### config.mk
export PLATFORM = sky130hd
export DESIGN_NAME = mem_arbiter
export DESIGN_NICKNAME = d
export VERILOG_FILES = /design/src/rtl/mem_arb_pkg.sv /design/src/rtl/sat_counter.sv /design/src/rtl/mem_arbiter.sv
export SDC_FILE = /design/constraint.sdc
export NUM_CORES = 1
export LEC_CHECK = 0
export BUFFER_PORTS_ARGS = -buffer_cell sky130_fd_sc_hd__buf_2
export CELL_PAD_IN_SITES_DETAIL_PLACEMENT = 0
export CELL_PAD_IN_SITES_GLOBAL_PLACEMENT = 2
export CORE_MARGIN = 2
export CORE_UTILIZATION = 21
export DETAILED_ROUTE_END_ITERATION = 12
export PLACE_DENSITY = 0.93
export SLEW_MARGIN = 40
export SYNTH_ARGS = -nofsm -noshare
export SYNTH_HDL_FRONTEND = slang
export SYNTH_SLANG_ARGS = --single-unit
export TNS_END_PERCENT = 100
### constraint.sdc
create_clock -name clk -period 5.3 [get_ports clk]
set_input_delay 1.06 -clock clk [delete_from_list [all_inputs] [get_ports clk]]
set_output_delay 1.06 -clock clk [all_outputs]
set_load 0.005 [all_outputs]
### src/rtl/mem_arb_pkg.sv
// Shared definitions for the main-memory arbiter.
//   owner_t       : encoding of which requester owns the read data returning next cycle
//   ADDR_W/DATA_W : memory word address / data widths
//   VGA_BURST_DEF : default number of back-to-back VGA grants tolerated while the CPU waits
package mem_arb_pkg;

    localparam int ADDR_W        = 16;
    localparam int DATA_W        = 16;
    localparam int VGA_BURST_DEF = 4;

    typedef enum logic [1:0] {
        OWN_NONE = 2'd0,
        OWN_CPU  = 2'd1,
        OWN_VGA  = 2'd2
    } owner_t;

endpackage

### src/rtl/sat_counter.sv
// Saturating up-counter with synchronous clear.
//   clk, rst_n : clock, asynchronous active-low reset (clears count)
//   inc        : count up by one unless already at max_val
//   clr        : synchronous clear, wins over inc
//   max_val    : saturation value
//   cnt        : current count
module sat_counter #(
    parameter int WIDTH = 4
) (
    input  logic             clk,
    input  logic             rst_n,
    input  logic             inc,
    input  logic             clr,
    input  logic [WIDTH-1:0] max_val,
    output logic [WIDTH-1:0] cnt
);

    always_ff @(posedge clk or negedge rst_n) begin
        if (!rst_n) begin
            cnt <= '0;
        end else if (clr) begin
            cnt <= '0;
        end else if (inc && (cnt < max_val)) begin
            cnt <= cnt + 1'b1;
        end
    end

endmodule

### src/rtl/mem_arbiter.sv
// Two-requester arbiter for the single-port, synchronous-read main memory.
// VGA has priority, but after VGA_BURST consecutive VGA wins against a waiting
// CPU the CPU is granted. Read data returns one cycle after the grant and is
// flagged to the requester that issued the read.
//   clk, rst_n                               : clock, asynchronous active-low reset
//   cpu_req/we/addr/wdata                    : CPU access request
//   cpu_gnt, cpu_rvalid, cpu_rdata           : CPU grant and read response
//   vga_req/addr                             : VGA read request
//   vga_gnt, vga_rvalid, vga_rdata           : VGA grant and read response
//   mem_addr/we/wdata, mem_rdata             : memory primitive port
//   cpu_wait_cnt                             : saturating count of CPU lost cycles
//
// rd_owner | meaning
// ---------+-----------------------------------------------
// NONE     | no read issued last cycle, mem_rdata unowned
// CPU      | CPU read issued last cycle, data for the CPU
// VGA      | VGA read issued last cycle, data for the VGA
module mem_arbiter
    import mem_arb_pkg::*;
#(
    parameter int VGA_BURST = VGA_BURST_DEF
) (
    input  logic              clk,
    input  logic              rst_n,
    input  logic              cpu_req,
    input  logic              cpu_we,
    input  logic [ADDR_W-1:0] cpu_addr,
    input  logic [DATA_W-1:0] cpu_wdata,
    output logic              cpu_gnt,
    output logic              cpu_rvalid,
    output logic [DATA_W-1:0] cpu_rdata,
    input  logic              vga_req,
    input  logic [ADDR_W-1:0] vga_addr,
    output logic              vga_gnt,
    output logic              vga_rvalid,
    output logic [DATA_W-1:0] vga_rdata,
    output logic [ADDR_W-1:0] mem_addr,
    output logic              mem_we,
    output logic [DATA_W-1:0] mem_wdata,
    input  logic [DATA_W-1:0] mem_rdata,
    output logic [15:0]       cpu_wait_cnt
);

    localparam logic [3:0] BURST_MAX = 4'(VGA_BURST);

    logic [3:0] burst_cnt;
    owner_t     rd_owner;
    owner_t     rd_owner_nxt;
    logic       vga_wins;

    // Grants are gated by rst_n so requests are ignored while reset is held.
    assign vga_wins = vga_req && (!cpu_req || (burst_cnt < BURST_MAX));
    assign vga_gnt  = rst_n && vga_wins;
    assign cpu_gnt  = rst_n && cpu_req && !vga_wins;

    // Burst limit only applies while the CPU is actually waiting.
    sat_counter #(.WIDTH(4)) u_burst_cnt (
        .clk     (clk),
        .rst_n   (rst_n),
        .inc     (vga_gnt && cpu_req),
        .clr     (cpu_gnt || !cpu_req),
        .max_val (BURST_MAX),
        .cnt     (burst_cnt)
    );

    sat_counter #(.WIDTH(16)) u_wait_cnt (
        .clk     (clk),
        .rst_n   (rst_n),
        .inc     (cpu_req && !cpu_gnt),
        .clr     (1'b0),
        .max_val (16'hFFFF),
        .cnt     (cpu_wait_cnt)
    );

    always_comb begin
        mem_addr  = '0;
        mem_we    = 1'b0;
        mem_wdata = '0;
        if (cpu_gnt) begin
            mem_addr  = cpu_addr;
            mem_we    = cpu_we;
            mem_wdata = cpu_wdata;
        end else if (vga_gnt) begin
            mem_addr  = vga_addr;
        end
    end

    always_ff @(posedge clk or negedge rst_n) begin
        if (!rst_n) begin
            rd_owner <= OWN_NONE;
        end else begin
            rd_owner <= rd_owner_nxt;
        end
    end

    always_comb begin
        rd_owner_nxt = OWN_NONE;
        if (cpu_gnt && !cpu_we) begin
            rd_owner_nxt = OWN_CPU;
        end else if (vga_gnt) begin
            rd_owner_nxt = OWN_VGA;
        end
    end

    assign cpu_rvalid = (rd_owner == OWN_CPU);
    assign vga_rvalid = (rd_owner == OWN_VGA);
    assign cpu_rdata  = mem_rdata;
    assign vga_rdata  = mem_rdata;

endmodule

Word-level counts from Yosys, hierarchy flattened. Index checks and enable logic that the tools add are counted.

Add/sub/neg operators: 2. $lt $le $gt $ge: 2. Equal/unequal tests: 2. Mux-type cells: 8. Reduce and logical (&&, ||, !) cells: 16.

Operator list (count): 2-to-1 mux 16 bit (3); adder 16 x 1 -> 16 bit, second input constant (1); less-than comparator 16 bit, second input constant (1); logical AND 1 bit (9); 2-to-1 mux 4 bit (2); adder 4 x 1 -> 4 bit, second input constant (1); zero test 1 bit (4); less-than comparator 4 x 3 -> 1 bit, second input constant (1); 2-to-1 mux 2 bit (2); == test 2 x 1 -> 1 bit, second input constant (1); == test 2 bit, second input constant (1); logical OR 1 bit (2); nonzero test 2 bit (1); 2-to-1 mux 1 bit (1).

Register bits: 22. Bits of input ports: 69. Output and inout port bits: 85. Logic and storage cells: 33.

Depth between registers and ports, before layout. Gate-level depths: netlist (run 1).

Word-level depth: 8. Mapped depth: 5. Depth with buffers taken out: 5.

Modules after synthesis. A second synthesis (run 1) with hierarchy kept.

Cell total of the unflattened synthesis: 251. Area total of the unflattened synthesis: 2178.3 um^2.

By module, submodules not included: sat_counter (u_wait_cnt) (instances 1, cells an instance 137, area each 1211.2 um^2, seq. area each 400.4 um^2); mem_arbiter (instances 1, cells an instance 86, area each 695.7 um^2, seq. area each 50.0 um^2); sat_counter (u_burst_cnt) (instances 1, cells an instance 28, area each 271.5 um^2, seq. area each 100.1 um^2).

Worst setup path before layout (run 1). Ideal clock, no wire load.

Path type: input port to output port. Start point: in vga_req. End point: out mem_addr[10]. Arrival: 2082 ps. Data required time: 4240 ps. Path slack: 2158 ps. Stages on the path: 5. Path buffers: 2. Path through: or3b_4 and3_4 buf_6 buf_6 a22o_1.

Cells in the longest elaborated chain, start to end: 4. Elaborated cells between the ends (all ways): 6. Those cells by class: mux (2); reduce/logical (4).

RTL lines: start: declaration (line mem_arbiter.sv:32) `input logic vga_req,`; logical AND 1 bit (*) (line mem_arbiter.sv:52) `assign vga_wins = vga_req && (!cpu_req || (burst_cnt < BURST_MAX));`; logical AND 1 bit / zero test 1 bit (equally long branches) (line mem_arbiter.sv:53, mem_arbiter.sv:54); 2-to-1 mux 16 bit / logical AND 1 bit (equally long branches) (line mem_arbiter.sv:83, mem_arbiter.sv:54); 2-to-1 mux 16 bit (*) (line mem_arbiter.sv:79) `if (cpu_gnt) begin`; end: declaration (line mem_arbiter.sv:37) `output logic [ADDR_W-1:0] mem_addr,`.

Mark *: on every way between the ends. The rest lies on a longest branch, timed or not.

Worst setup path after layout (run 1).
Start point: in rst_n. End point: out mem_addr[4].

Cells in the longest elaborated chain, start to end: 3. Elaborated cells between the ends (all ways): 5. Those cells by class: mux (2); reduce/logical (3).

RTL lines: start: declaration (line mem_arbiter.sv:24) `input logic rst_n,`; logical AND 1 bit (on tied branches) (line mem_arbiter.sv:53, mem_arbiter.sv:54); 2-to-1 mux 16 bit / logical AND 1 bit (equally long branches) (line mem_arbiter.sv:83, mem_arbiter.sv:54); 2-to-1 mux 16 bit (*) (line mem_arbiter.sv:79).

Marked as above.

==> reports/results.ini, run 1 <==
[run_status]
outcome = completed

[finish]
final_cell_area_um2 = 2140
drive_above_1_share_pct = 51.23
final_nets = 316
num_antenna_cells = 0
fillers = 843
area_growth_pct = 24.91

[logic_synthesis]
synth_area_um2 = 1713
synth_nets = 243
synth_cells = 172
yosysMostFrequentCell = buf_4
ys_seq_elements = 22
synthDistinctLibCells = 45
yosysTopAreaCellShare_pct = 32.14
synth.avg_cell_area_um2 = 9.959
synth_top_cell_by_area = dfrtp_1
async_reset_ff_share_pct = 100.0
ys_seq_area_share_pct = 32.14
netlist_top_cells_area = dfrtp_1 (32%), buf_4 (14%), a22o_1 (8.2%), and2_1 (6.6%), xor2_1 (4.1%)
yosys_warnings = 0
synth_edf_count = 0
synth_flop_cell = dfrtp_1
yosys-top-cells-count = buf_4 (32), dfrtp_1 (22), and2_1 (18)

[placed_design]
port_buffers = 105
gp_congestion = 0.7237
place_area_um2 = 2085
pre_cts_slack_ns = 1.705
dpl.hpwl_um = 3951

[sta]
finalSetupTns_ns = 0
worst_pin_slew_ns = 0.7101
holdWs_ns = 0.5136
hold_viol = 0
finalCritPeriodShare_pct = 67.14
finalMaxSlewViolations = 0
slew_headroom_pct = 52.66
setup_ws_ns = 1.742
finalClockSkew_ns = 0.003609
setup_violations = 0
rsz0062_at_grt = no
fmax_mhz = 281.0
period_needed_ns = 3.558

[worst_setup_path]
cp.required_ns = 4.24
path_common_cell = buf_2
end_kind = primary output
cp.arrival_ns = 2.50
path_cells = buf_2, buf_4, and3_1, a22o_1, buf_2
criticalPathCategory = in -> out
cp-start-kind = input port
critPathSlowestCell = and3_1
crit_family = simple AND/OR/NAND/NOR gates
path_buf_inv = 3
critical_path.max_stage_delay_ns = 0.69
crit_fanout = 28

[clocking]
cts_setup_buffers = 0
cts.repair.resized = 0
cts_buffers = 3
cts_tree = yes
cts.sinks = 22
insertion_delay_ns = 0.26
clockBufferDepth = 2
clk_pin_slew_ns = 0.08
cts_root_buf = clkbuf_8
h-tree-depth = 1
hold_buffers = 0

[die]
io_pins = 154
core_area_um2 = 7807
start_util_pct = 21.94
fp.dieW_um = 94.32
die-area_um2 = 8895
fp.dieH_um = 94.32
rows = 32

[drt]
route.antenna.remaining_nets = 0
dr_total_vias = 1541
routed_wl_um = 4788
wire_per_inst_um = 13.84
viasPerCell = 4.454
drtIter0Drc = 35
drc = 0
drtPass1Iterations = 4

[power]
peakVddDrop_uv = 230.0
power.density_nw_per_um2 = 271.6
leakagePower_nw = 1.170

[global_routing]
grt.overflow.total = 0
antenna_found_initial = 0
grt_pass1_wl_um = 7086
top_usage_layer = met2
grt_max_degree = 36
grtUsageMet1_pct = 11.61
met2_usage_pct = 19.46
grt_usage_pct = 9.995
grt_util_met3_pct = 1.364
first_global_vias = 1486

[run]
cap_violations = 0

[worst_hold_path]
hold_path_class = reg -> reg

-- per-stage QoR --
stage | power (mW) | cells | util, %
final | 0.5812 | 346 | 27.40
after CTS | 0.5931 | 346 | 27.40
after global routing | 0.6284 | 346 | 27.40
after detailed placement | 0.4702 | 342 | 26.70
after global placement | 0.4638 | 342 | 26.70
after floorplan | 0.3892 | 172 | -
-- sequential cells by signal (all words and copies together) (netlist names) --
signal,count
u_wait_cnt.cnt,16
u_burst_cnt.cnt,4
rd_owner,2
-- final timing paths --
| path | start | endpoint | slack (ns) | depth (start not counted) |
|---|---|---|---|---|
| setup / recovery | rst_n | mem_addr[4] | 1.74 | 5 |
| hold / removal | u_wait_cnt.cnt[7] | u_wait_cnt.cnt[7] | 0.51 | 1 |
| setup reg to reg | u_wait_cnt.cnt[0] | u_wait_cnt.cnt[1] | 3.48 | 5 |
| hold reg to reg | u_wait_cnt.cnt[7] | u_wait_cnt.cnt[7] | 0.51 | 1 |
| max in group asynchronous | rst_n | u_wait_cnt.cnt[15] | 4.25 | 2 |
| min in group asynchronous | rst_n | u_wait_cnt.cnt[6] | 0.79 | 2 |
-- layout make-up --
type	instances	area (um2)	share of cell area, %
clock buffers	4	55.05	2.573
multi-input cells	109	862.1	40.29
repair buffers	106	533.0	24.91
well taps	102	127.6	5.965
flip-flops and latches	22	550.5	25.73
inverters	3	11.26	0.5263
-- cells in the final DEF (no fill, tap or decap), types with 2 or more instances in the layout --
| master | synthesis | layout |
|---|---|---|
| mux2_1 | 3 | 3 |
| nor3_1 | 4 | 4 |
| o21ai_1 | 2 | 2 |
| xor2_1 | 8 | 8 |
| a22o_1 | 16 | 16 |
| nand2_1 | 5 | 5 |
| and2_1 | 18 | 18 |
| dfrtp_1 | 22 | 22 |
| a31oi_1 | 2 | 2 |
| inv_1 | 2 | 2 |
| nand3_1 | 3 | 3 |
| ha_1 | 2 | 2 |
| nor4_1 | 4 | 4 |
| a21oi_1 | 3 | 3 |
| nor2_1 | 2 | 2 |
| clkbuf_8 | 0 | 4 |
| nand4_1 | 4 | 4 |
| buf_2 | 3 | 105 |
| nor2b_1 | 5 | 5 |
| and3_1 | 5 | 5 |
-- worst reg2reg max path, delay by kind of cell, from the launching register on --
family	cells	cell delay, ns
DFF	1	0.44
AOI/OAI and AO/OA	1	0.15
adders and majority gates	1	0.24
and+or+nand+nor	2	0.57
muxes	1	0.32
-- power by group --
part	leakage [nW]	internal, mW	switching, mW
clock network	0.0288	0.0662	0.0531
registers	0.285	0.202	0.0471
logic	0.856	0.105	0.108
-- cells by family (layout without fill, tap and decap cells) --
| group | after synthesis | count (layout) | synth area share, % |
|---|---|---|---|
| XOR/XNOR | 9 | 9 | 4.602 |
| AND/OR/NAND/NOR | 60 | 60 | 24.25 |
| buffers and inverters | 41 | 113 | 17.53 |
| multiplexers | 5 | 5 | 3.433 |
| AO/OA/AOI/OAI | 33 | 33 | 16.58 |
| adder cells (fa/ha/maj) | 2 | 2 | 1.461 |
| flip-flops | 22 | 22 | 32.14 |
-- metal layers --
metal / wire (um) / vias to the layer above / part of all wire [%]
met3: 459 / 2 / 9.6
met4: 19 / 0 / 0.40
met1: 1925 / 723 / 40
met2: 2384 / 84 / 50
li1: - / 732 / -
met5: 0 / - / 0
(Power assumes the default switching activity.)
==> inputs of run 2 (changes only) <==
Settings changed: ABC_AREA from default to 1, CORE_UTILIZATION 21 to 18, PLACE_DENSITY 0.93 to 0.87.
Clock period 5.3 ns to 3.3 ns, I/O delays scaled along.
==> reports/results.ini, run 2 <==
[placed_design]
gp_congestion = 0.7209
pre_cts_slack_ns = 0.5807
port_buffers = 105
dpl.hpwl_um = 4390

[global_routing]
first_global_vias = 1786
grt_usage_pct = 9.124
grt_pass1_wl_um = 8473
grt.overflow.total = 0
antenna_found_initial = 0
grt_max_degree = 24

[sta]
finalSetupTns_ns = 0
fmax_mhz = 371.3
finalClockSkew_ns = 0.004452
hold_viol = 0
finalMaxSlewViolations = 0
setup_ws_ns = 0.6066
slew_headroom_pct = 69.10
rsz0062_at_grt = no
setup_violations = 0
finalCritPeriodShare_pct = 81.62
worst_pin_slew_ns = 0.4607
period_needed_ns = 2.693

[logic_synthesis]
yosys-top-cells-count = nand2_1 (131), nor2_1 (37), buf_4 (34), inv_1 (34), dfrtp_1 (22)
synth_flop_cell = dfrtp_1
ys_seq_elements = 22
netlist_top_cells_area = dfrtp_1 (29%), nand2_1 (26%), buf_4 (13%), nor2_1 (7.2%), inv_1 (6.6%)
synth_area_um2 = 1924
yosysTopAreaCellShare_pct = 28.61
synth_edf_count = 0
synth_top_cell_by_area = dfrtp_1
async_reset_ff_share_pct = 100.0
synth.avg_cell_area_um2 = 6.268
synth_nets = 378
ys_seq_area_share_pct = 28.61
synth_cells = 307
yosysMostFrequentCell = nand2_1
synthDistinctLibCells = 26
yosys_warnings = 0

[power]
sw_frac_of_total_pct = 32.96
p_sw_mw = 0.2459
power.density_nw_per_um2 = 310.8
pwr-share-clk_pct = 27.1
seq_power_share_pct = 46.0
peakVddDrop_uv = 112.8
power_mw = 0.7459
leakagePower_nw = 1.457
p_comb_share_pct = 26.9
intPower_mw = 0.5000

[clocking]
cts_tree = yes
cts.repair.resized = 0
clockBufferDepth = 2
cts_setup_buffers = 0
hold_buffers = 0
clk_pin_slew_ns = 0.08
cts_buffers = 3
cts.sinks = 22
cts_root_buf = clkbuf_8
insertion_delay_ns = 0.27
h-tree-depth = 1

[worst_setup_path]
critPathSlowestCell = clkinv_1
critical_path.max_stage_delay_ns = 0.44
crit_family = buffers and inverters
path_cells = buf_2, o21ai_1, nand2_2, nand2_4, clkinv_1, nand2_1, nand2_1, buf_2
cp-start-kind = input port
cp.arrival_ns = 2.03
criticalPathCategory = in -> out
cp.required_ns = 2.64
end_kind = primary output
crit_fanout = 23
path_buf_inv = 3

[die]
fp.dieH_um = 107.4
rows = 37
io_pins = 154
core_area_um2 = 10370
die-area_um2 = 11530
fp.dieW_um = 107.4
start_util_pct = 18.56

[run]
cap_violations = 0

[finish]
final_nets = 452
drive_above_1_share_pct = 32.63
largest_register_ffs = 16
top_regs = u_wait_cnt.cnt x16, u_burst_cnt.cnt x4, rd_owner x2
final_core_util_pct = 23.14
layout_common_cells = nand2_1 (131), buf_2 (105), nor2_1 (37)
num_antenna_cells = 0
area_growth_pct = 24.71
largest_register = u_wait_cnt.cnt
final_common_cell = nand2_1

[drt]
dr_total_vias = 1953
route.antenna.remaining_nets = 0
wire_per_inst_um = 10.70
routed_wl_um = 5522
drtPass1Iterations = 4
viasPerCell = 3.785
drtIter0Drc = 81
drc = 0

[worst_hold_path]
hold_path_class = in -> async

[run_status]
outcome = completed

[run 2: worst register-to-register path: cells and delay by family (launching register included)]
| kind | cells | cell delay (ns) |
|---|---|---|
| AND/OR/NAND/NOR | 6 | 0.83 |
| flip-flops | 1 | 0.45 |
| adder cells (fa/ha/maj) | 1 | 0.29 |
| buffers and inverters | 1 | 0.06 |
[run 2: power groups by stage]
stage	Combinational (mW)	Sequential, mW	Clock, mW
after floorplan	0.137	0.342	0
after global placement	0.205	0.348	0
after detailed placement	0.205	0.350	0
after CTS	0.206	0.345	0.210
after global routing	0.232	0.351	0.217
final	0.201	0.343	0.202
[run 2: layout make-up]
class | instances | area [um2]
Clock buffer | 4 | 55.05
Tap cell | 136 | 170.2
Sequential cell | 22 | 550.5
Timing Repair Buffer | 107 | 540.5
Multi-Input combinational cell | 210 | 944.7
Inverter | 37 | 138.9
Fill cell | 1224 | 7970
[run 2: cell families (layout without fill, tap and decap cells)]
logic type | Yosys count | count (layout) | share of synthesized area (%)
DFF | 22 | 22 | 28.61
buffers and inverters | 75 | 148 | 22.30
AOI/OAI and AO/OA | 4 | 4 | 1.040
adders and majority gates | 2 | 2 | 1.300
muxes | 1 | 1 | 0.5202
and+or+nand+nor | 196 | 196 | 43.04
xor gates and xnor gates | 7 | 7 | 3.186
[run 2: metrics by stage]
stage	cell area [um2]	instances	hold WS (ns)
after floorplan	1924	307	0.3644
after global placement	2345	512	0.4723
after detailed placement	2345	512	0.4939
after CTS	2400	516	0.4253
after global routing	2400	516	0.4430
final	2400	516	0.4227
[run 2: final timing paths]
path	startpoint	endpoint	slack (ns)	cells past startpoint
setup / recovery	cpu_req	mem_addr[6]	0.61	8
hold / removal	rst_n	u_wait_cnt.cnt[1]	0.42	2
setup reg to reg	u_wait_cnt.cnt[0]	u_wait_cnt.cnt[4]	1.61	8
hold reg to reg	u_burst_cnt.cnt[0]	u_burst_cnt.cnt[0]	0.49	1
max in group asynchronous	rst_n	u_wait_cnt.cnt[8]	2.64	2
min in group clk	u_burst_cnt.cnt[0]	u_burst_cnt.cnt[0]	0.49	1
[run 2: per-layer routing]
| metal | share of wire, % | GRT usage (%) | routed length, um | vias to the layer above |
|---|---|---|---|---|
| li1 | - | - | - | 1030 |
| met3 | 6.5 | 1.877 | 360 | 10 |
| met1 | 41 | 10.32 | 2265 | 859 |
| met4 | 1.6 | 3.755 | 90 | 0 |
| met2 | 51 | 16.59 | 2805 | 54 |
| met5 | 0 | 0 | 0 | - |
==> inputs of run 3 (changes only) <==
Settings changed: CORE_UTILIZATION 18 to 16, PLACE_DENSITY 0.87 to 0.82.
Clock period 3.3 ns to 2.2 ns, I/O delays scaled along.
==> reports/results.ini, run 3 (synthesis results as in run 2) <==
[run_status]
outcome = completed

[clocking]
cts_root_buf = clkbuf_16
cts_setup_buffers = 0
cts.sinks = 22
cts.repair.resized = 1
clockBufferDepth = 2
h-tree-depth = 1
hold_buffers = 0
clk_pin_slew_ns = 0.06
cts_buffers = 3
insertion_delay_ns = 0.26
cts_tree = yes

[global_routing]
grt_usage_pct = 7.522
grt_max_degree = 23
antenna_found_initial = 0
grt.overflow.total = 0
grt_pass1_wl_um = 7928
first_global_vias = 1682

[die]
start_util_pct = 16.22
die-area_um2 = 12920
core_area_um2 = 11860
rows = 40
fp.dieH_um = 113.7
io_pins = 154
fp.dieW_um = 113.7

[power]
peakVddDrop_uv = 355.0
leakagePower_nw = 1.487
power.density_nw_per_um2 = 541.0

[finish]
layout_common_cells = nand2_1 (131), buf_2 (105), nor2_1 (37)
largest_register_ffs = 16
final_nets = 453
drive_above_1_share_pct = 33.07
largest_register = u_wait_cnt.cnt
num_antenna_cells = 0
top_regs = u_wait_cnt.cnt x16, u_burst_cnt.cnt x4, rd_owner x2
area_growth_pct = 28.48
fillers = 1354
final_common_cell = nand2_1

[sta]
setup_violations = 0
slew_headroom_pct = 73.59
finalSetupTns_ns = 0
worst_pin_slew_ns = 0.3952
period_needed_ns = 1.947
holdWs_ns = 0.02126
finalClockSkew_ns = 0.004490
fmax_mhz = 513.5
finalMaxSlewViolations = 0
finalCritPeriodShare_pct = 88.52
rsz0062_at_grt = no
hold_viol = 0

[drt]
drtIter0Drc = 93
met2_length_um = 2782
top_layer_used = met4
routed_wl_um = 5263
wl_met3_um = 241
viasPerCell = 3.710
wire_per_inst_um = 9.968
drc = 0
route.antenna.remaining_nets = 0
drtPass1Iterations = 4
dr_total_vias = 1959
wl_met1_um = 2177

[worst_setup_path]
reg2reg_from = u_burst_cnt.cnt[2]
r2r_slack_ns = 0.47
criticalPathCategory = reg -> out
cp-start-kind = flop
cp.arrival_ns = 1.51
reg2reg_depth = 8
cp.required_ns = 1.76
path_buf_inv = 2
crit_fanout = 17
crit_family = flip-flops
end_kind = primary output
worstReg2RegEnd = u_wait_cnt.cnt[4]
path_cells = o21ai_1, nand2_2, nor2_2, buf_4, nand2_1, nand2_1, buf_2
critPathSlowestCell = dfrtp_1
critical_path.max_stage_delay_ns = 0.40
path_common_cell = nand2_1

[placed_design]
port_buffers = 105
gp_congestion = 0.7654
dpl.hpwl_um = 4148

[run]
cap_violations = 0

[worst_hold_path]
hold_path_class = in -> async

==> run 3: cell count changes in the layout (fill, tap and decap cells not counted) <==
cell,change
clkinv_1,-1
clkbuf_8,-4
clkinv_2,+1
clkbuf_16,+3
bufinv_16,+1
buf_4,+1
==> run 3: worst reg2reg max path, cell delays in order, from the launching register on <==
cell and delay [ns]:
dfrtp_1 0.40, o21ai_1 0.16, nand2_2 0.10, nand2_4 0.07, buf_4 0.24, nand2_1 0.16, nor2_4 0.35, nand2_1 0.09
nand2_1 0.09
==> run 3: worst max path at each step <==
stage                                  start           end  cells past startpoint
after floorplan           u_burst_cnt.cnt[2]  mem_addr[10]                      7
after detailed placement               rst_n   mem_addr[9]                      8
after global placement                 rst_n  mem_addr[10]                      8
after global routing      u_burst_cnt.cnt[3]   mem_addr[8]                      7
final                     u_burst_cnt.cnt[2]   mem_addr[8]                      7
after CTS                 u_burst_cnt.cnt[2]   mem_addr[8]                      7
==> run 3: final cells by class <==
class                   instances  area [um2]  area share (%)
inverters                      37       140.1           5.668
well taps                     147       183.9           7.439
clock buffers                   3       75.07           3.036
clock inverters                 1       30.03           1.215
multi-input cells             210       944.7           38.21
repair buffers                108       548.0           22.17
flip-flops and latches         22       550.5           22.27
==> run 3: power by group <==
group / switching, mW / total, mW / leakage (nW) / internal [mW]
sequential: 0.0744 / 0.521 / 0.299 / 0.447
combinational: 0.157 / 0.302 / 1.14 / 0.145
clock: 0.154 / 0.515 / 0.0511 / 0.361
==> run 3: metal layers <==
metal / global-route usage, % / vias to the layer above
li1: - / 1035
met1: 8.727 / 869
met3: 0.7439 / 5
met5: 0 / -
met4: 2.520 / 0
met2: 14.37 / 50
==> run 3: through the flow <==
stage | utilization, % | worst slack (ns) | cell area [um2] | std cells | total power [mW]
2_1_floorplan | - | 0.5954 | 1924 | 307 | 0.7195
3_3_place_gp | 19.95 | 0.1417 | 2366 | 524 | 0.8265
3_5_place_dp | 19.95 | 0.1207 | 2366 | 524 | 0.8317
4_1_cts | 20.84 | 0.2158 | 2472 | 528 | 1.349
5_1_grt | 20.84 | 0.1074 | 2472 | 528 | 1.413
6_report | 20.84 | 0.2526 | 2472 | 528 | 1.338
